--- src/rtl/uart_pkg.sv ---
// Shared types and helpers for the UART transmit arbiter and related
// shared-resource arbiters.
package uart_pkg;

  localparam int unsigned BYTE_W = 8;
  localparam int unsigned RR_MAX = 8;

  typedef enum logic [1:0] {
    IDLE,
    LOAD,
    SEND,
    DRAIN
  } arb_state_t;

  typedef struct packed {
    logic       found;
    logic [2:0] idx;
  } rr_sel_t;

  // First set bit of valid scanning ptr, ptr+1, ... modulo n (n <= RR_MAX).
  function automatic rr_sel_t rr_pick(input logic [RR_MAX-1:0] valid,
                                      input logic [2:0]        ptr,
                                      input int unsigned       n);
    rr_sel_t     sel;
    int unsigned c;
    sel = '0;
    for (int unsigned k = 0; k < RR_MAX; k++) begin
      c = (32'(ptr) + k) % n;
      if (k < n && !sel.found && valid[c[2:0]]) begin
        sel.found = 1'b1;
        sel.idx   = c[2:0];
      end
    end
    return sel;
  endfunction

endpackage

--- src/rtl/uart_tx_arbiter_rr_picker.sv ---
// Pure combinational round-robin priority scan over N requesters.
module rr_picker
  import uart_pkg::*;
#(
  parameter int unsigned N = 4
) (
  input  logic [N-1:0]         valid,
  input  logic [$clog2(N)-1:0] ptr,
  output logic [$clog2(N)-1:0] idx,
  output logic                 found
);

  localparam int unsigned IW = $clog2(N);

  rr_sel_t sel;

  always_comb begin
    sel   = rr_pick(RR_MAX'(valid), 3'(ptr), N);
    found = sel.found;
    idx   = IW'(sel.idx);
  end

endmodule

--- src/rtl/uart_tx_arbiter.sv ---
// Packet-locked round-robin arbiter sharing one uart_tx between N_REQ
// byte-stream requesters; paced solely by the transmitter's busy flag.
module uart_tx_arbiter
  import uart_pkg::*;
#(
  parameter int unsigned N_REQ       = 4,
  parameter int unsigned STALL_LIMIT = 64
) (
  input  logic                     clk,
  input  logic                     rst,
  input  logic [N_REQ-1:0]         req_valid,
  input  logic [8*N_REQ-1:0]       req_data,
  input  logic [N_REQ-1:0]         req_last,
  output logic [N_REQ-1:0]         req_ready,
  output logic [7:0]               tx_data,
  output logic                     tx_en,
  input  logic                     tx_busy,
  output logic [$clog2(N_REQ)-1:0] grant_id,
  output logic                     grant_active,
  output logic                     stall_abort
);

  localparam int unsigned GW = $clog2(N_REQ);
  localparam int unsigned SW = $clog2(STALL_LIMIT);
  localparam logic [SW-1:0] STALL_MAX = SW'(STALL_LIMIT - 1);
  localparam logic [GW-1:0] LAST_ID   = GW'(N_REQ - 1);

  arb_state_t state, state_nxt;

  logic [GW-1:0]     rr_ptr;
  logic [GW-1:0]     pick_idx;
  logic              pick_found;
  logic [GW-1:0]     next_ptr;
  logic [SW-1:0]     stall_cnt;
  logic [BYTE_W-1:0] hold_data;
  logic              hold_last;
  logic [BYTE_W-1:0] data_arr [N_REQ];
  logic              xfer;
  logic              stall_hit;

  for (genvar i = 0; i < N_REQ; i++) begin : g_split
    assign data_arr[i] = req_data[i*BYTE_W +: BYTE_W];
  end

  rr_picker #(.N(N_REQ)) u_pick (
    .valid (req_valid),
    .ptr   (rr_ptr),
    .idx   (pick_idx),
    .found (pick_found)
  );

  assign xfer      = (state == LOAD) && req_valid[grant_id];
  assign stall_hit = (state == LOAD) && !req_valid[grant_id] && (stall_cnt == STALL_MAX);
  assign next_ptr  = (grant_id == LAST_ID) ? '0 : grant_id + 1'b1;
  assign tx_data   = hold_data;

  always_ff @(posedge clk or posedge rst) begin
    if (rst) state <= IDLE;
    else     state <= state_nxt;
  end

  // tx_en is held through SEND until busy is seen, covering uart_tx's re-arm gap.
  always_comb begin
    state_nxt = state;
    req_ready = '0;
    tx_en     = 1'b0;
    case (state)
      IDLE:  if (pick_found) state_nxt = LOAD;
      LOAD: begin
        req_ready[grant_id] = 1'b1;
        if (xfer)           state_nxt = SEND;
        else if (stall_hit) state_nxt = IDLE;
      end
      SEND: begin
        tx_en = 1'b1;
        if (tx_busy) state_nxt = DRAIN;
      end
      DRAIN: if (!tx_busy) state_nxt = hold_last ? IDLE : LOAD;
      default: state_nxt = IDLE;
    endcase
  end

  always_ff @(posedge clk or posedge rst) begin
    if (rst) begin
      rr_ptr       <= '0;
      grant_id     <= '0;
      grant_active <= 1'b0;
      stall_abort  <= 1'b0;
      stall_cnt    <= '0;
      hold_data    <= '0;
      hold_last    <= 1'b0;
    end else begin
      stall_abort <= 1'b0;
      case (state)
        IDLE: begin
          if (pick_found) begin
            grant_id     <= pick_idx;
            grant_active <= 1'b1;
            stall_cnt    <= '0;
          end
        end
        LOAD: begin
          if (xfer) begin
            hold_data <= data_arr[grant_id];
            hold_last <= req_last[grant_id];
            stall_cnt <= '0;
          end else if (stall_hit) begin
            stall_abort  <= 1'b1;
            grant_active <= 1'b0;
            rr_ptr       <= next_ptr;
            stall_cnt    <= '0;
          end else begin
            stall_cnt <= stall_cnt + 1'b1;
          end
        end
        DRAIN: begin
          if (!tx_busy) begin
            if (hold_last) begin
              grant_active <= 1'b0;
              rr_ptr       <= next_ptr;
            end else begin
              stall_cnt <= '0;
            end
          end
        end
        default: ;
      endcase
    end
  end

endmodule

--- config.mk ---
export PLATFORM = sky130hd
export DESIGN_NAME = uart_tx_arbiter
export DESIGN_NICKNAME = d
export VERILOG_FILES = /design/src/rtl/uart_pkg.sv /design/src/rtl/uart_tx_arbiter_rr_picker.sv /design/src/rtl/uart_tx_arbiter.sv
export SDC_FILE = /design/constraint.sdc
export NUM_CORES = 1
export LEC_CHECK = 0
export ABC_AREA = 1
export BUFFER_PORTS_ARGS = -buffer_cell sky130_fd_sc_hd__buf_2
export CAP_MARGIN = 20
export CORE_MARGIN = 2
export CORE_UTILIZATION = 30
export DETAILED_ROUTE_END_ITERATION = 16
export HOLD_SLACK_MARGIN = 0.15
export PLACE_DENSITY = 0.65
export SETUP_SLACK_MARGIN = 0.5
export SLEW_MARGIN = 20
export SYNTH_ARGS = -nofsm -noshare
export SYNTH_HDL_FRONTEND = slang
export SYNTH_SLANG_ARGS = --single-unit
--- constraint.sdc ---
create_clock -name clk -period 1.4 [get_ports clk]
set_input_delay 0.07 -clock clk [delete_from_list [all_inputs] [get_ports clk]]
set_output_delay 0.07 -clock clk [all_outputs]
set_load 0.02 [all_outputs]
==> impl_metrics.yaml, run 1 <==
synthesis:
  ys_top_cells_by_count: "90 x nand2_1, 30 x nor2_1, 24 x inv_1"
  synth_seq_cells: 23
  yosysMostFrequentCell: "nand2_1"
  synth_cells: 268
  synth_edf_count: 0
  yosys.area.top_type: "dfrtp_1"
  yosysTopAreaCellShare: 0.3244
  syn_area_sq_um: 1774
  synth_flop_cell: "dfrtp_1"
  yosysUniqueCellTypes: 29
  ys_top_cells_by_area: "dfrtp_1 32%, nand2_1 19%, nor2_1 6.3%"
  yosysWarningCount: 0
  yosysSeqAreaShare: 0.3244
  synth_fp_nets: 316
  async_reset_ff_frac: 1.000
  synth_area_per_cell_sq_um: 6.620
worst_setup_path:
  startpoint_type: "flip-flop"
  end_kind: "flip-flop"
  arrival_ns: 1.69
  path_cells: "buf_6 > nand2_4 > nand3_4 > nand2_4 > nand3_2 > nand2_2 > nand4_4 > nand2_1 > o21ai_1"
  worstPathRequired_ns: 1.56
  crit_top_cell: "nand2_4"
  crit_fanout: 4
  cpPeakStageDelay_ns: 0.48
  slowest_stage: "dfrtp_2"
  crit_type: "flip-flop to flip-flop"
power:
  power.internal_mw: 3.966
  combPwrFrac: 0.781
  pwr-share-seq: 0.162
  switching_share: 0.4845
  power_switching_mw: 3.727
  ir_worst_vdd_v: 0.001295
  clock_power_share: 0.056
  p_leak_nw: 1.717
  power_density_nw_per_um2: 2302
global_routing:
  grt_pass1_wl_mm: 9.114
  grt_pass1_vias: 2091
  grt_max_degree: 24
  overflow: 0
  antenna_found_initial: 0
  grt_use_total: 0.1754
finish:
  drive_gt1_frac: 0.6316
  fillers: 481
  syn2layout_area_growth_pct: 88.36
  fin_cells: 455
  layout.nets: 429
  diodes: 0
  fin_area_sq_um: 3342
timing:
  fin_ws_ns: -0.1350
  max_slew_margin: 0.7653
  setup_viol: 17
  fmax_ghz: 0.6515
  rsz0062_at_grt: "true"
  fin_tns_setup_ns: -0.9268
  finalHoldViolations: 0
  timing.hold.ws_ns: 0.1789
  period_share: 1.096
  slew_viol_final: 0
  finClkSkew_ns: 0.005979
  fin_crit_ns: 1.535
  tightest_slew_ns: 0.3508
place:
  placed_area_sq_um: 2370
  dp_hpwl_mm: 3.621
  gp_congestion: 0.8036
  place_inst: 410
  io_buffers: 59
route:
  wl_per_cell_microns: 15.08
  wirelength_mm: 6.860
  drtAntennaViolNets: 0
  via_count: 2274
  drtIter0Drc: 126
  drc: 0
  viasPerCell: 4.998
  dr.pass1.iters: 4
clock_network:
  cts_tree: "built"
  clk_latency_ns: 0.27
  clock_sinks: 23
  cts_max_level: 1
  cts_buffer_depth: 2
  clkTransAtPathRegs_ns: 0.09
  cts-root-buf: "clkbuf_8"
  cts_buffers: 3
floorplan:
  die_w_microns: 80.90
  die_y_microns: 80.90
  dieArea_sq_um: 6545
  core_sq_um: 5816
  ios: 60
  initial_core_util: 0.3051
  fp-row-count: 28
flow_run:
  cap_violations: 0
outcome:
  violations: "negative setup slack"
  run_status: "finished with violations"
min_path:
  hp-class: "input port to flip-flop"
-- area by class of cell --
class,count,area (sq um),share of cell area
clock buffer,4,45.04,0.01348
inverter,33,138.9,0.04156
multi-input combinational,203,1464,0.4380
sequential,23,583.1,0.1745
tap,75,93.84,0.02808
timing repair buffer,117,1017,0.3044
-- worst max-delay path, delay by kind of cell, from the launching register on --
kind / cells / cell delay (ns)
simple gates: 7 / 0.71
buf+inv: 1 / 0.16
flops: 1 / 0.48
compound gates: 1 / 0.08
-- repair_timing --
action                                  4_1_cts  5_1_grt
endpoints found under the setup margin       30       39
setup buffers                                13       22
cloned                                        3        2
pin swaps                                    20       39
hold buffers                                  1        0
endpoints found under the hold margin        24        0
resized for setup                            74       93
-- final timing paths --
check / startpoint / depth (start not counted) / to / slack [ns]
max in group asynchronous: rst / 4 / state[0] / 0.77
min in group asynchronous: rst / 4 / tx_data[5] / 0.38
worst min-delay path: tx_busy / 3 / flip-flop / 0.18
worst max-delay path: grant_id[0] / 9 / rr_ptr[1] / -0.13
worst max register to register: grant_id[0] / 9 / rr_ptr[1] / -0.13
worst min register to register: tx_data[1] / 2 / tx_data[1] / 0.51
-- sequential cells by signal (all words and copies together), names as in the netlist, named ones only --
signal and cells:
grant_active 1, grant_id 2, hold_last 1, rr_ptr 2
stall_abort 1, stall_cnt 6, state 1, tx_data 8
-- cells in the final DEF (no fill, tap or decap), types with 16 or more instances in the layout --
cell type | synthesis | routed
inv_1 | 24 | 16
nor2_1 | 30 | 20
buf_6 | 1 | 27
nand2_4 | 2 | 16
buf_4 | 0 | 35
nand2_2 | 8 | 36
buf_2 | 3 | 43
nand2_1 | 90 | 48
dfrtp_1 | 23 | 17
-- kinds of logic (layout without fill, tap and decap cells) --
kind of cell,Yosys count,after routing,share of synthesized area
flip-flops,23,23,0.3244
AND/OR/NAND/NOR,159,159,0.4224
buffers and inverters,42,154,0.09520
adder cells (fa/ha/maj),5,5,0.03526
AO/OA/AOI/OAI,37,37,0.1128
XOR/XNOR,2,2,0.009875
-- metrics by stage --
stage,setup slack (ns),power [mW],utilization
2_1_floorplan,0.08173,3.807,-
3_3_place_gp,-0.06509,4.594,0.4075
3_5_place_dp,-0.07758,4.641,0.4075
4_1_cts,-0.05398,6.119,0.4843
5_1_grt,-0.1856,8.134,0.5747
6_report,-0.1350,7.693,0.5747
-- routing by layer --
layer  up-vias  GRT usage  share of wire
met5         -          0              0
met4         0    0.04746          0.037
met3        27    0.03000          0.056
met2       112     0.3223           0.53
met1      1059     0.2096           0.38
li1       1076          -              -
-- power by group through the flow --
stage	clock, mW	sequential [mW]	combinational, mW
2_1_floorplan	0	1.32	2.48
3_3_place_gp	0	1.17	3.43
3_5_place_dp	0	1.17	3.47
4_1_cts	0.425	1.17	4.53
5_1_grt	0.460	1.27	6.40
6_report	0.432	1.25	6.01
(Power assumes the default switching activity.)
==> run 2, diff against run 1 <==
==> constraint.sdc (replaced) <==
create_clock -name clk -period 1.4 [get_ports clk]
set_input_delay 0.28 -clock clk [delete_from_list [all_inputs] [get_ports clk]]
set_output_delay 0.28 -clock clk [all_outputs]
set_load 0.02 [all_outputs]
==> run 2 against run 1 <==
Against the previous run:
- the flow still finishes with violations (negative setup slack)
- maximum frequency down 1.7%
- critical path depth down 3
- cell count is 0.66% lower
- largest power group unchanged
- highest routed layer unchanged
==> impl_metrics.yaml, run 2 (synthesis results as in run 1) <==
finish:
  mostFrequentLayoutCells: "60 x nand2_1, 42 x buf_2, 36 x buf_4, 32 x buf_6, 28 x nand2_2"
  syn2layout_area_growth_pct: 76.66
  largest_reg_flops: 8
  fin_area_sq_um: 3134
  drive_gt1_frac: 0.5809
  fin_cells: 452
  layout.nets: 426
  final_common_cell: "nand2_1"
  finalCoreUtilization: 0.5389
  diodes: 0
worst_setup_path:
  rr_worst_depth: 9
  worstPathRequired_ns: 1.12
  r2r_slack_ns: -0.13
  timing.rr.end: "stall_cnt[0]"
  startpoint_type: "flip-flop"
  crit_fanout: 6
  crit_type: "flip-flop to output pin"
  arrival_ns: 1.28
  end_kind: "output pin"
  timing.rr.start: "rr_ptr[0]"
  crit_path_start: "grant_id[0]"
min_path:
  hp-start: "tx_busy"
  hp-class: "input port to flip-flop"
  holdPathStages: 3
global_routing:
  grt_pass1_vias: 2086
  overflow: 0
  grt_pass1_wl_mm: 9.052
  antenna_found_initial: 0
  grt_use_total: 0.1766
  grt_max_degree: 24
timing:
  slew_viol_final: 0
  fmax_ghz: 0.6402
  timing.hold.ws_ns: 0.3407
  max_slew_margin: 0.7382
  finalHoldViolations: 0
  fin_crit_ns: 1.562
  finClkSkew_ns: 0.002468
  period_share: 1.116
  rsz0062_at_grt: "true"
  fin_ws_ns: -0.1620
  setup_viol: 18
  tightest_slew_ns: 0.3886
floorplan:
  fp-row-count: 28
  initial_core_util: 0.3051
  die_y_microns: 80.90
  core_sq_um: 5816
  die_w_microns: 80.90
  dieArea_sq_um: 6545
  ios: 60
power:
  power_density_nw_per_um2: 2209
  ir_worst_vdd_v: 0.001026
  p_leak_nw: 1.617
outcome:
  run_status: "finished with violations"
  violations: "negative setup slack"
place:
  dp_hpwl_mm: 3.684
  placed_area_sq_um: 2435
  place_worst_setup_slack_ns: -0.09628
  gp_congestion: 0.7808
  place_inst: 419
  io_buffers: 59
clock_network:
  cts-root-buf: "clkbuf_8"
  cts_max_level: 1
  clock_sinks: 23
  cts_buffers: 3
  clkTransAtPathRegs_ns: 0.08
  cts_tree: "built"
  clk_latency_ns: 0.27
  cts_buffer_depth: 2
route:
  wirelength_mm: 5.405
  viasPerCell: 4.586
  drtIter0Drc: 71
  wl_per_cell_microns: 11.96
  drtAntennaViolNets: 0
  via_count: 2073
  drc: 0
  dr.pass1.iters: 4
flow_run:
  cap_violations: 0
run 2: worst max-delay path by stage:
| stage | to | slack [ns] | cells past startpoint |
|---|---|---|---|
| after floorplan | stall_cnt[0] | 0.08 | 9 |
| after global placement | grant_id[1] | -0.08 | 11 |
| after detailed placement | grant_id[1] | -0.1 | 11 |
| after CTS | req_ready[3] | -0.15 | 5 |
| after global routing | req_ready[0] | -0.23 | 6 |
| final | req_ready[2] | -0.16 | 6 |
run 2: final cells by class:
class	count	area, sq um
tap	75	93.84
inverter	33	133.9
timing repair buffer	114	908.4
fill	527	2681
sequential	23	580.6
clock buffer	4	45.04
multi-input combinational	203	1373
run 2: timing repair:
| item | in CTS | in global routing |
|---|---|---|
| pin swaps | 21 | 18 |
| hold buffers | 1 | 0 |
| gates resized for setup | 96 | 37 |
| setup buffers | 18 | 8 |
| gates cloned | 2 | 0 |
| setup endpoints to repair | 40 | 63 |
| endpoints found under the hold margin | 23 | 0 |
run 2: through the flow:
step	TNS [ns]	total power, mW
floorplan	0	3.800
global placement	-0.4095	4.743
detailed placement	-0.5788	4.778
CTS	-1.307	6.442
global route	-3.538	7.492
finish	-1.721	6.923
run 2: critical path, stage by stage (launching register included):
cell and delay, ns:
dfrtp_2 0.47, inv_2 0.08, buf_6 0.11, ha_4 0.12
inv_2 0.04, nor2_4 0.08, buf_6 0.12
run 2: metal layers:
| layer | share of wire | global-route usage | vias up |
|---|---|---|---|
| li1 | - | - | 1068 |
| met4 | 0.026 | 0.06271 | 0 |
| met3 | 0.058 | 0.04000 | 13 |
| met5 | 0 | 0 | - |
| met1 | 0.43 | 0.2179 | 924 |
| met2 | 0.48 | 0.3017 | 68 |
run 2: where the power goes:
part           switching [mW]  internal [mW]  total (mW)
Sequential              0.279          0.927        1.21
Clock                   0.219          0.204       0.423
Combinational            2.82           2.48        5.29
Total                    3.31           3.61        6.92
